==> config.mk <==
export PLATFORM = sky130hd
export DESIGN_NAME = dtmf_digit_collector_flat
export DESIGN_NICKNAME = d
export VERILOG_FILES = /design/src/rtl/dtmf_pkg.sv /design/src/rtl/dtmf_digit_collector_if.sv /design/src/rtl/dtmf_tone_qualifier.sv /design/src/rtl/dtmf_digit_collector.sv /design/src/flat_wrapper.sv
export SDC_FILE = /design/constraint.sdc
export NUM_CORES = 1
export LEC_CHECK = 0
export ABC_AREA = 1
export BUFFER_PORTS_ARGS = -buffer_cell sky130_fd_sc_hd__buf_2
export CORE_ASPECT_RATIO = 1.5
export CORE_UTILIZATION = 66
export CTS_BUF_LIST = sky130_fd_sc_hd__clkbuf_2 sky130_fd_sc_hd__clkbuf_4 sky130_fd_sc_hd__clkbuf_8
export DETAILED_ROUTE_END_ITERATION = 7
export PLACE_DENSITY = 0.88
export SYNTH_ARGS = -nofsm -noshare
export SYNTH_HDL_FRONTEND = slang
export SYNTH_SLANG_ARGS = --single-unit
==> constraint.sdc <==
create_clock -name clk -period 3.25 [get_ports clk]
set_input_delay 0.1625 -clock clk [delete_from_list [all_inputs] [get_ports clk]]
set_output_delay 0.1625 -clock clk [all_outputs]
set_load 0.005 [all_outputs]
==> src/rtl/dtmf_pkg.sv <==
// Shared constants for the DTMF digit collector: digit codes, FSM state
// encoding, register offsets and the STATUS register layout.
package dtmf_pkg;

    // Decoder codes with special meaning; every other code is stored as-is.
    localparam logic [3:0] CODE_STAR = 4'd11;
    localparam logic [3:0] CODE_HASH = 4'd12;

    // Collector FSM encoding.
    localparam logic [1:0] ST_IDLE     = 2'd0;
    localparam logic [1:0] ST_QUALIFY  = 2'd1;
    localparam logic [1:0] ST_HELD     = 2'd2;
    localparam logic [1:0] ST_COMPLETE = 2'd3;

    // Register offsets relative to the window base.
    localparam logic [7:0] OFF_STATUS  = 8'd0;
    localparam logic [7:0] OFF_CONTROL = 8'd1;
    localparam logic [7:0] OFF_DIGIT0  = 8'd2;

    // CONTROL register bit positions.
    localparam int CTL_ACK_BIT = 0;
    localparam int CTL_EN_BIT  = 1;

    // STATUS register layout, MSB first.
    typedef struct packed {
        logic       cmd_valid;
        logic       tmo;
        logic       overflow;
        logic       enable;
        logic [3:0] count;
    } status_t;

    function automatic logic [7:0] pack_status(input status_t s);
        return s;
    endfunction

endpackage

==> src/rtl/dtmf_digit_collector_if.sv <==
// Register-bus bundle of the collector, including the read-data daisy chain.
interface dtmf_digit_collector_if;
    logic       rdena;
    logic       wrena;
    logic [7:0] reg_addr;
    logic [7:0] wr_data;
    logic [7:0] rd_data_in;
    logic [7:0] rd_data;

    modport master (
        output rdena, wrena, reg_addr, wr_data, rd_data_in,
        input  rd_data
    );

    modport slave (
        input  rdena, wrena, reg_addr, wr_data, rd_data_in,
        output rd_data
    );
endinterface

==> src/rtl/dtmf_tone_qualifier.sv <==
// Detect edge finder plus on-time qualifier: samples the digit code on an armed
// rising edge and strobes once when the tone has stayed on long enough.
module dtmf_tone_qualifier #(
    parameter int MIN_ON_CYCLES = 1024
) (
    input  logic       clk,
    input  logic       reset,
    input  logic       detect,
    input  logic [3:0] digit_in,
    input  logic       arm,
    input  logic       cancel,
    output logic       rise,
    output logic       digit_strobe,
    output logic [3:0] digit_code
);

    localparam int               CNT_W   = $clog2(MIN_ON_CYCLES + 1);
    localparam logic [CNT_W-1:0] ON_LAST = CNT_W'(MIN_ON_CYCLES - 1);

    logic             prev_r;
    logic             counting_r;
    logic [CNT_W-1:0] on_cnt_r;
    logic [3:0]       digit_r;
    logic             rise_s;
    logic             hit_s;

    assign rise_s       = detect & ~prev_r;
    assign hit_s        = counting_r & detect & (on_cnt_r == ON_LAST);
    assign rise         = rise_s;
    assign digit_strobe = hit_s;
    assign digit_code   = digit_r;

    // Edge history (reset high so a tone present at release never counts) and on-time counter.
    always_ff @(posedge clk) begin
        if (!reset) begin
            prev_r     <= 1'b1;
            counting_r <= 1'b0;
            on_cnt_r   <= '0;
            digit_r    <= 4'd0;
        end else begin
            prev_r <= detect;
            if (cancel) begin
                counting_r <= 1'b0;
                on_cnt_r   <= '0;
            end else if (arm && rise_s) begin
                counting_r <= 1'b1;
                on_cnt_r   <= '0;
                digit_r    <= digit_in;
            end else if (counting_r) begin
                if (!detect || hit_s) begin
                    counting_r <= 1'b0;
                end else begin
                    on_cnt_r <= on_cnt_r + CNT_W'(1);
                end
            end
        end
    end

endmodule

==> src/rtl/dtmf_digit_collector.sv <==
// DTMF digit collector: qualifies tones into digits, buffers a command,
// terminates it on '#' or inter-digit timeout, and exposes it through a
// daisy-chained register window.
module dtmf_digit_collector
    import dtmf_pkg::*;
#(
    parameter int         MAX_DIGITS     = 8,
    parameter int         MIN_ON_CYCLES  = 1024,
    parameter int         TIMEOUT_CYCLES = 2_000_000,
    parameter logic [7:0] BASE_ADDR      = 8'h40
) (
    input  logic                   clk,
    input  logic                   reset,
    input  logic                   DTMF_Detect,
    input  logic [3:0]             DTMF_Digit,
    dtmf_digit_collector_if.slave  bus,
    output logic                   Cmd_valid,
    output logic [3:0]             Cmd_len
);

    localparam int               TMR_W    = $clog2(TIMEOUT_CYCLES + 1);
    localparam logic [TMR_W-1:0] TMR_LAST = TMR_W'(TIMEOUT_CYCLES - 1);
    localparam logic [3:0]       CNT_MAX  = 4'(MAX_DIGITS);
    localparam logic [7:0]       WIN_END  = OFF_DIGIT0 + 8'(MAX_DIGITS);

    logic [1:0]                  state_r, state_n;
    logic [3:0]                  count_r, count_n;
    logic [MAX_DIGITS-1:0][3:0]  buf_r, buf_n;
    logic                        tmo_r, tmo_n;
    logic                        ovf_r, ovf_n;
    logic                        enable_r, enable_n;
    logic                        term_r, term_n;
    logic [TMR_W-1:0]            timer_r, timer_n;
    logic                        cmd_valid_r;
    logic [7:0]                  rd_data_r;

    logic [7:0] off_s;
    logic [7:0] dig_idx_s;
    logic       hit_s;
    logic       ctl_wr_s;
    logic       ack_s;
    logic       dis_s;
    logic       arm_s;
    logic       cancel_s;
    logic       rise_s;
    logic       strobe_s;
    logic [3:0] code_s;
    logic       timeout_s;
    logic [7:0] local_s;
    status_t    status_s;

    assign off_s     = bus.reg_addr - BASE_ADDR;
    assign dig_idx_s = off_s - OFF_DIGIT0;
    assign hit_s     = (off_s < WIN_END);
    assign ctl_wr_s  = bus.wrena & (off_s == OFF_CONTROL);
    assign ack_s     = ctl_wr_s & bus.wr_data[CTL_ACK_BIT];
    assign dis_s     = ctl_wr_s & ~bus.wr_data[CTL_EN_BIT];
    assign cancel_s  = ack_s | dis_s;
    assign timeout_s = (state_r == ST_IDLE) && (count_r != 4'd0) && (timer_r == TMR_LAST);
    // A new tone may start only from IDLE, while enabled, and never in a cycle that clears or times out.
    assign arm_s     = (state_r == ST_IDLE) & enable_r & ~cancel_s & ~timeout_s;

    dtmf_tone_qualifier #(
        .MIN_ON_CYCLES (MIN_ON_CYCLES)
    ) u_qual (
        .clk          (clk),
        .reset        (reset),
        .detect       (DTMF_Detect),
        .digit_in     (DTMF_Digit),
        .arm          (arm_s),
        .cancel       (cancel_s),
        .rise         (rise_s),
        .digit_strobe (strobe_s),
        .digit_code   (code_s)
    );

    // Next-state logic for the FSM, digit buffer, flags and inter-digit timer.
    always_comb begin
        state_n  = state_r;
        count_n  = count_r;
        buf_n    = buf_r;
        tmo_n    = tmo_r;
        ovf_n    = ovf_r;
        term_n   = term_r;
        timer_n  = timer_r;
        enable_n = enable_r;
        if (ctl_wr_s) begin
            enable_n = bus.wr_data[CTL_EN_BIT];
        end else begin
            enable_n = enable_r;
        end
        if (cancel_s) begin
            state_n = ST_IDLE;
            count_n = 4'd0;
            buf_n   = '0;
            tmo_n   = 1'b0;
            ovf_n   = 1'b0;
            term_n  = 1'b0;
            timer_n = '0;
        end else begin
            case (state_r)
                ST_IDLE: begin
                    if (timeout_s) begin
                        state_n = ST_COMPLETE;
                        tmo_n   = 1'b1;
                    end else if (arm_s && rise_s) begin
                        state_n = ST_QUALIFY;
                    end else if (count_r != 4'd0) begin
                        timer_n = timer_r + TMR_W'(1);
                    end else begin
                        timer_n = timer_r;
                    end
                end
                ST_QUALIFY: begin
                    if (strobe_s) begin
                        state_n = ST_HELD;
                        timer_n = '0;
                        if (code_s == CODE_STAR) begin
                            count_n = 4'd0;
                            buf_n   = '0;
                            ovf_n   = 1'b0;
                        end else if (code_s == CODE_HASH) begin
                            if (count_r != 4'd0) begin
                                term_n = 1'b1;
                                tmo_n  = 1'b0;
                            end else begin
                                term_n = term_r;
                            end
                        end else if (count_r == CNT_MAX) begin
                            ovf_n = 1'b1;
                        end else begin
                            for (int i = 0; i < MAX_DIGITS; i++) begin
                                if (4'(i) == count_r) begin
                                    buf_n[i] = code_s;
                                end else begin
                                    buf_n[i] = buf_r[i];
                                end
                            end
                            count_n = count_r + 4'd1;
                        end
                    end else if (!DTMF_Detect) begin
                        state_n = ST_IDLE;
                    end else begin
                        state_n = ST_QUALIFY;
                    end
                end
                ST_HELD: begin
                    if (term_r) begin
                        state_n = ST_COMPLETE;
                        term_n  = 1'b0;
                    end else if (!DTMF_Detect) begin
                        state_n = ST_IDLE;
                    end else begin
                        state_n = ST_HELD;
                    end
                end
                ST_COMPLETE: begin
                    state_n = ST_COMPLETE;
                end
                default: begin
                    state_n = ST_IDLE;
                end
            endcase
        end
    end

    // Local read value for whichever register of the window is addressed.
    always_comb begin
        status_s.cmd_valid = cmd_valid_r;
        status_s.tmo       = tmo_r;
        status_s.overflow  = ovf_r;
        status_s.enable    = enable_r;
        status_s.count     = count_r;
        local_s            = 8'd0;
        if (off_s == OFF_STATUS) begin
            local_s = pack_status(status_s);
        end else if (off_s == OFF_CONTROL) begin
            local_s = {6'd0, enable_r, 1'b0};
        end else begin
            for (int i = 0; i < MAX_DIGITS; i++) begin
                if ((8'(i) == dig_idx_s) && (4'(i) < count_r)) begin
                    local_s = {4'd0, buf_r[i]};
                end else begin
                    local_s = local_s;
                end
            end
        end
    end

    // State, buffer and register-port flops; reset abandons any command in flight.
    always_ff @(posedge clk) begin
        if (!reset) begin
            state_r     <= ST_IDLE;
            count_r     <= 4'd0;
            buf_r       <= '0;
            tmo_r       <= 1'b0;
            ovf_r       <= 1'b0;
            enable_r    <= 1'b1;
            term_r      <= 1'b0;
            timer_r     <= '0;
            cmd_valid_r <= 1'b0;
            rd_data_r   <= 8'h00;
        end else begin
            state_r     <= state_n;
            count_r     <= count_n;
            buf_r       <= buf_n;
            tmo_r       <= tmo_n;
            ovf_r       <= ovf_n;
            enable_r    <= enable_n;
            term_r      <= term_n;
            timer_r     <= timer_n;
            cmd_valid_r <= (state_n == ST_COMPLETE);
            rd_data_r   <= (bus.rdena && hit_s) ? local_s : bus.rd_data_in;
        end
    end

    assign bus.rd_data = rd_data_r;
    assign Cmd_valid   = cmd_valid_r;
    assign Cmd_len     = count_r;

endmodule

==> src/flat_wrapper.sv <==
// flat-port wrapper written by rule: the top's interface ports become plain ports
module dtmf_digit_collector_flat import dtmf_pkg::*;
#(
    parameter int         MAX_DIGITS     = 8,
    parameter int         MIN_ON_CYCLES  = 1024,
    parameter int         TIMEOUT_CYCLES = 2_000_000,
    parameter logic [7:0] BASE_ADDR      = 8'h40
)
  (clk, reset, DTMF_Detect, DTMF_Digit, Cmd_valid, Cmd_len, bus_rdena, bus_wrena, bus_reg_addr, bus_wr_data, bus_rd_data_in, bus_rd_data);
  dtmf_digit_collector_if bus_i ();
  input  logic clk;
  input  logic reset;
  input  logic DTMF_Detect;
  input  logic [3:0] DTMF_Digit;
  output logic Cmd_valid;
  output logic [3:0] Cmd_len;
  input wire logic [$bits(bus_i.rdena)-1:0] bus_rdena;
  input wire logic [$bits(bus_i.wrena)-1:0] bus_wrena;
  input wire logic [$bits(bus_i.reg_addr)-1:0] bus_reg_addr;
  input wire logic [$bits(bus_i.wr_data)-1:0] bus_wr_data;
  input wire logic [$bits(bus_i.rd_data_in)-1:0] bus_rd_data_in;
  output wire logic [$bits(bus_i.rd_data)-1:0] bus_rd_data;
  assign bus_i.rdena = bus_rdena;
  assign bus_i.wrena = bus_wrena;
  assign bus_i.reg_addr = bus_reg_addr;
  assign bus_i.wr_data = bus_wr_data;
  assign bus_i.rd_data_in = bus_rd_data_in;
  assign bus_rd_data = bus_i.rd_data;
  dtmf_digit_collector #(.MAX_DIGITS(MAX_DIGITS), .MIN_ON_CYCLES(MIN_ON_CYCLES), .TIMEOUT_CYCLES(TIMEOUT_CYCLES), .BASE_ADDR(BASE_ADDR)) u_core (.clk(clk), .reset(reset), .DTMF_Detect(DTMF_Detect), .DTMF_Digit(DTMF_Digit), .bus(bus_i), .Cmd_valid(Cmd_valid), .Cmd_len(Cmd_len));
endmodule
==> summary.md <==
In this run the most critical hold path is launched from bus_rd_data_in[1]. Measured against its own limit, the worst slew margin works out to 38.8%. The number of global-route vias before repair came out at 4724. Cells fill 75.0% of the core in the end. Dividing total power by cell area gives a power density of 404 nW/µm².

For the post-cts gate resize count, the log shows 0. Required time of the critical path: 3550 ps. In this run the worst setup path begins at u_core.timer_r[0]$_SDFFE_PP0P_. TritonCTS built the clock tree. Top cell type's share of synthesized area: 36.9%. In the post-synthesis netlist, the biggest area contributors are sky130_fd_sc_hd__dfxtp_1, sky130_fd_sc_hd__nand2_1, sky130_fd_sc_hd__a21oi_1. The average vias per placed instance came out at 5.91. The net count of the mapped netlist came out at 737. For this run, the top clock speed supported by timing is 367 MHz.

The floorplan step defined a core boundary enclosing 6940 µm². The number of hold violations in the final report was 0. The number of vias after detailed routing was 4801; the initial core utilization was 69.5%. After synthesis, the share of cell area in mux cells is 0%. For this design the static power due to leakage is 2.12 nW. The pin count of the biggest net entering global routing is 33, and the number of cells traversed by the worst register-to-register path is 11.

Once routing completed, OpenROAD measured the worst setup slack at 529 ps. After Yosys synthesis, XOR and XNOR cells account for 3.27% of the synthesized area. The tools report the number of setup buffers added after CTS as 0. The library cell used most frequently in the layout, excluding fill and tap cells, is sky130_fd_sc_hd__nand2_1. The run gives 411 as the count of routing violations after the opening detailed-route iteration. Number of clock sinks: 89.

In this run the remaining antenna-violating nets after routing total 0. The count of placed standard cells in the final layout, fillers left out was 812. Main combinational cell family by area after synthesis: simple AND/OR/NAND/NOR gates. The hold-critical path depth is 3, and the total non-filler cell area in the finished layout is 5210 µm².

The endpoint identified for the worst register-to-register timing path is u_core.timer_r[3]$_SDFFE_PP0P_. 46 I/O pins were placed. For this run, the post-layout net count is 773. The flip-flop and latch count after synthesis was 89; the compound-gate portion of the synthesized area was 16.6%. In this run the cell area measured after placement is 5050 µm².

After detailed routing, the average wire length per cell comes to 15.0 µm. Internal power comes to 1.50 mW. The area growth from synthesis to layout was 7.96%; the aggregate global-route resource usage was 34.2%. For the pre-CTS worst setup slack, the log shows 550 ps. For the signal arrival time at the worst endpoint, the log shows 3020 ps.

The run finished with clean final reports. The run gives 31.9% as the part of the power in the clock network. The tools report the critical path launch point type as a flop. For the detailed-placement wirelength estimate, the log shows 8.86 mm. The final wirelength came out at 12.2 mm.

In this run the register-to-register setup slack is 530 ps. Along the worst path, the maximum fanout reaches 31. The synthesized netlist devotes 32.0% of its cell area to simple gates. The fraction of layout instances using a drive strength above 1 was 11.6%; the number of distinct library cells after synthesis was 42.

The repair_antennas step left the layout with diodes totalling 0. From left edge to right edge, the die measures 71.8 µm. Clock-pin slew was measured on the worst setup and hold paths at 80 ps.

The run gives 0 as the number of antenna violations at the first check in global routing. In the routed design, unresolved DRC markers number 0. For the final number of max-transition violations, the log shows 0.

Combinational cells account for 14.6% of the total power. The clock skew after layout came out at 10.8 ps. Summing every instance area after synthesis gives 4830 µm². In this run, flip-flops and latches consume 53.6% of the power. The worst register-to-register path begins at u_core.timer_r[0]$_SDFFE_PP0P_.

Type of element capturing the critical path: a flop. The tools report the routability congestion estimate from global placement as 0.917. After clock tree synthesis, the flow added hold-fix buffers numbering 0.

On the final layout, the worst hold slack is 47.7 ps. Input and output buffers added on the ports amount to 39. For hold timing, the worst endpoint is u_core.bus.rd_data[1]$_SDFF_PN0_. After layout, the minimum clock period comes to 2720 ps. The clock passes through at most 2 buffers.

The wire length of the first global-routing pass is 20.5 mm. Setup repair after global routing left no endpoint under its margin. Clock latency on the worst-skew pair, taken at its later pin, is 370 ps. In the layout the commonest cells are sky130_fd_sc_hd__nand2_1, sky130_fd_sc_hd__dfxtp_1, sky130_fd_sc_hd__a21oi_1.

The worst-case IR drop observed on VDD is 0.000347 V. The total overflow left after global routing is 0. The slew at the pin closest to its max-slew limit is 917 ps, and the sequential-to-total area share from yosys stat is 36.9%. After layout, the worst path uses 83.7% of the clock period. Counting every instance in the synthesized netlist gives 696. The Yosys step of the flow raised 0 warnings. The critical path is of the reg2reg type. The net switching power figure came out at 0.608 mW.

The adder and majority cell fraction of the synthesized area was 2.07%. Buffers inserted during clock tree synthesis total 9. Path type of the worst min-delay path: in2reg. For the number of placed instances, taps included, the log shows 799. The pre-antenna-repair detailed-routing pass consisted of 5 iterations.

The height of the die was 107 µm. The biggest area contributor in the post-synthesis netlist is sky130_fd_sc_hd__dfxtp_1. Net switching is 28.8% of the power.

Power comes to 2.11 mW. Across the run, the number of max-cap violations was 0. After routing, the total negative slack on setup checks comes to 0 ps. Setup violations remaining at the end of the flow were counted as 0.

The initialized floorplan defines 37 standard-cell rows. The die covers 7660 µm². Each instance of the synthesized netlist takes up on average 6.93 µm². The tools report the root cell of the clock tree as sky130_fd_sc_hd__clkbuf_8. The clock tree synthesis step divided the H-tree into 3 levels.
## power groups by stage
stage,sequential (mW),combinational (mW),clock (mW)
4_1_cts,1.13,0.301,0.675
6_report,1.13,0.306,0.672
5_1_grt,1.13,0.338,0.723
3_3_place_gp,1.15,0.288,0
2_1_floorplan,1.15,0.226,0
3_5_place_dp,1.15,0.300,0
## flip-flops by register name, summed over array words and instances, names as in the netlist
signal / count
u_core.buf_r: 32
u_core.timer_r: 21
u_core.u_qual.on_cnt_r: 11
u_core.bus.rd_data: 8
u_core.Cmd_len: 4
u_core.u_qual.digit_code: 4
u_core.state_r: 2
u_core.Cmd_valid: 1
u_core.enable_r: 1
u_core.ovf_r: 1
u_core.term_r: 1
u_core.tmo_r: 1
u_core.u_qual.counting_r: 1
u_core.u_qual.prev_r: 1
## worst max-delay path: stages, from the launching register on
cell	delay [ps]
sky130_fd_sc_hd__dfxtp_1	410
sky130_fd_sc_hd__ha_1	290
sky130_fd_sc_hd__inv_2	80
sky130_fd_sc_hd__nor3_4	280
sky130_fd_sc_hd__nand2_2	100
sky130_fd_sc_hd__nor4_4	330
sky130_fd_sc_hd__nor2_2	120
sky130_fd_sc_hd__nand2_4	300
sky130_fd_sc_hd__nand3_4	320
sky130_fd_sc_hd__o21ai_0	270
sky130_fd_sc_hd__inv_1	60
sky130_fd_sc_hd__nor2_1	90
## cell type report
type / instances / area, µm²
clock buffers: 12 / 153
clock inverters: 1 / 5.00
fillers: 594 / 1730
inverters: 86 / 323
multi-input cells: 500 / 2600
flip-flops and latches: 89 / 1780
well taps: 78 / 97.6
repair buffers: 46 / 248
## worst max-delay path by stage
stage                                endpoint  slack, ps  cells past startpoint
4_1_cts        u_core.timer_r[3]$_SDFFE_PP0P_        530                     11
3_3_place_gp   u_core.timer_r[3]$_SDFFE_PP0P_        650                     11
5_1_grt        u_core.timer_r[3]$_SDFFE_PP0P_        300                     11
3_5_place_dp   u_core.timer_r[3]$_SDFFE_PP0P_        550                     11
6_report       u_core.timer_r[3]$_SDFFE_PP0P_        530                     11
2_1_floorplan  u_core.timer_r[0]$_SDFFE_PP0P_       1260                     13
## synth_stat cells (all sizes together)
cell	count
a211oi	10
a21oi	85
a221oi	1
a31oi	5
buf	11
clkbuf	10
clkinv	1
dfxtp	89
ha	8
inv	85
nand2	124
nand3	39
nand3b	2
nand4	34
nor2	86
nor3	26
nor3b	4
nor4	9
o211ai	1
o21a	1
o21ai	44
o21bai	1
o31ai	1
or2	1
xnor2	3
xor2	15
## routing by layer
layer | up-vias | part of all wire (%) | track usage, %
li1 | 2401 | - | -
met1 | 2199 | 38 | 36.1
met2 | 161 | 53 | 62.6
met3 | 40 | 4.4 | 6.58
met4 | 0 | 4.0 | 18.5
met5 | - | 0 | 0
## logic make-up (layout without fill, tap and decap cells)
| logic type | Yosys count | after routing |
|---|---|---|
| and+or+nand+nor | 325 | 325 |
| adders and majority gates | 8 | 8 |
| DFF | 89 | 89 |
| buffers and inverters | 107 | 145 |
| AOI/OAI and AO/OA | 149 | 149 |
| xor gates and xnor gates | 18 | 18 |
Power figures use the tool's default switching activity.
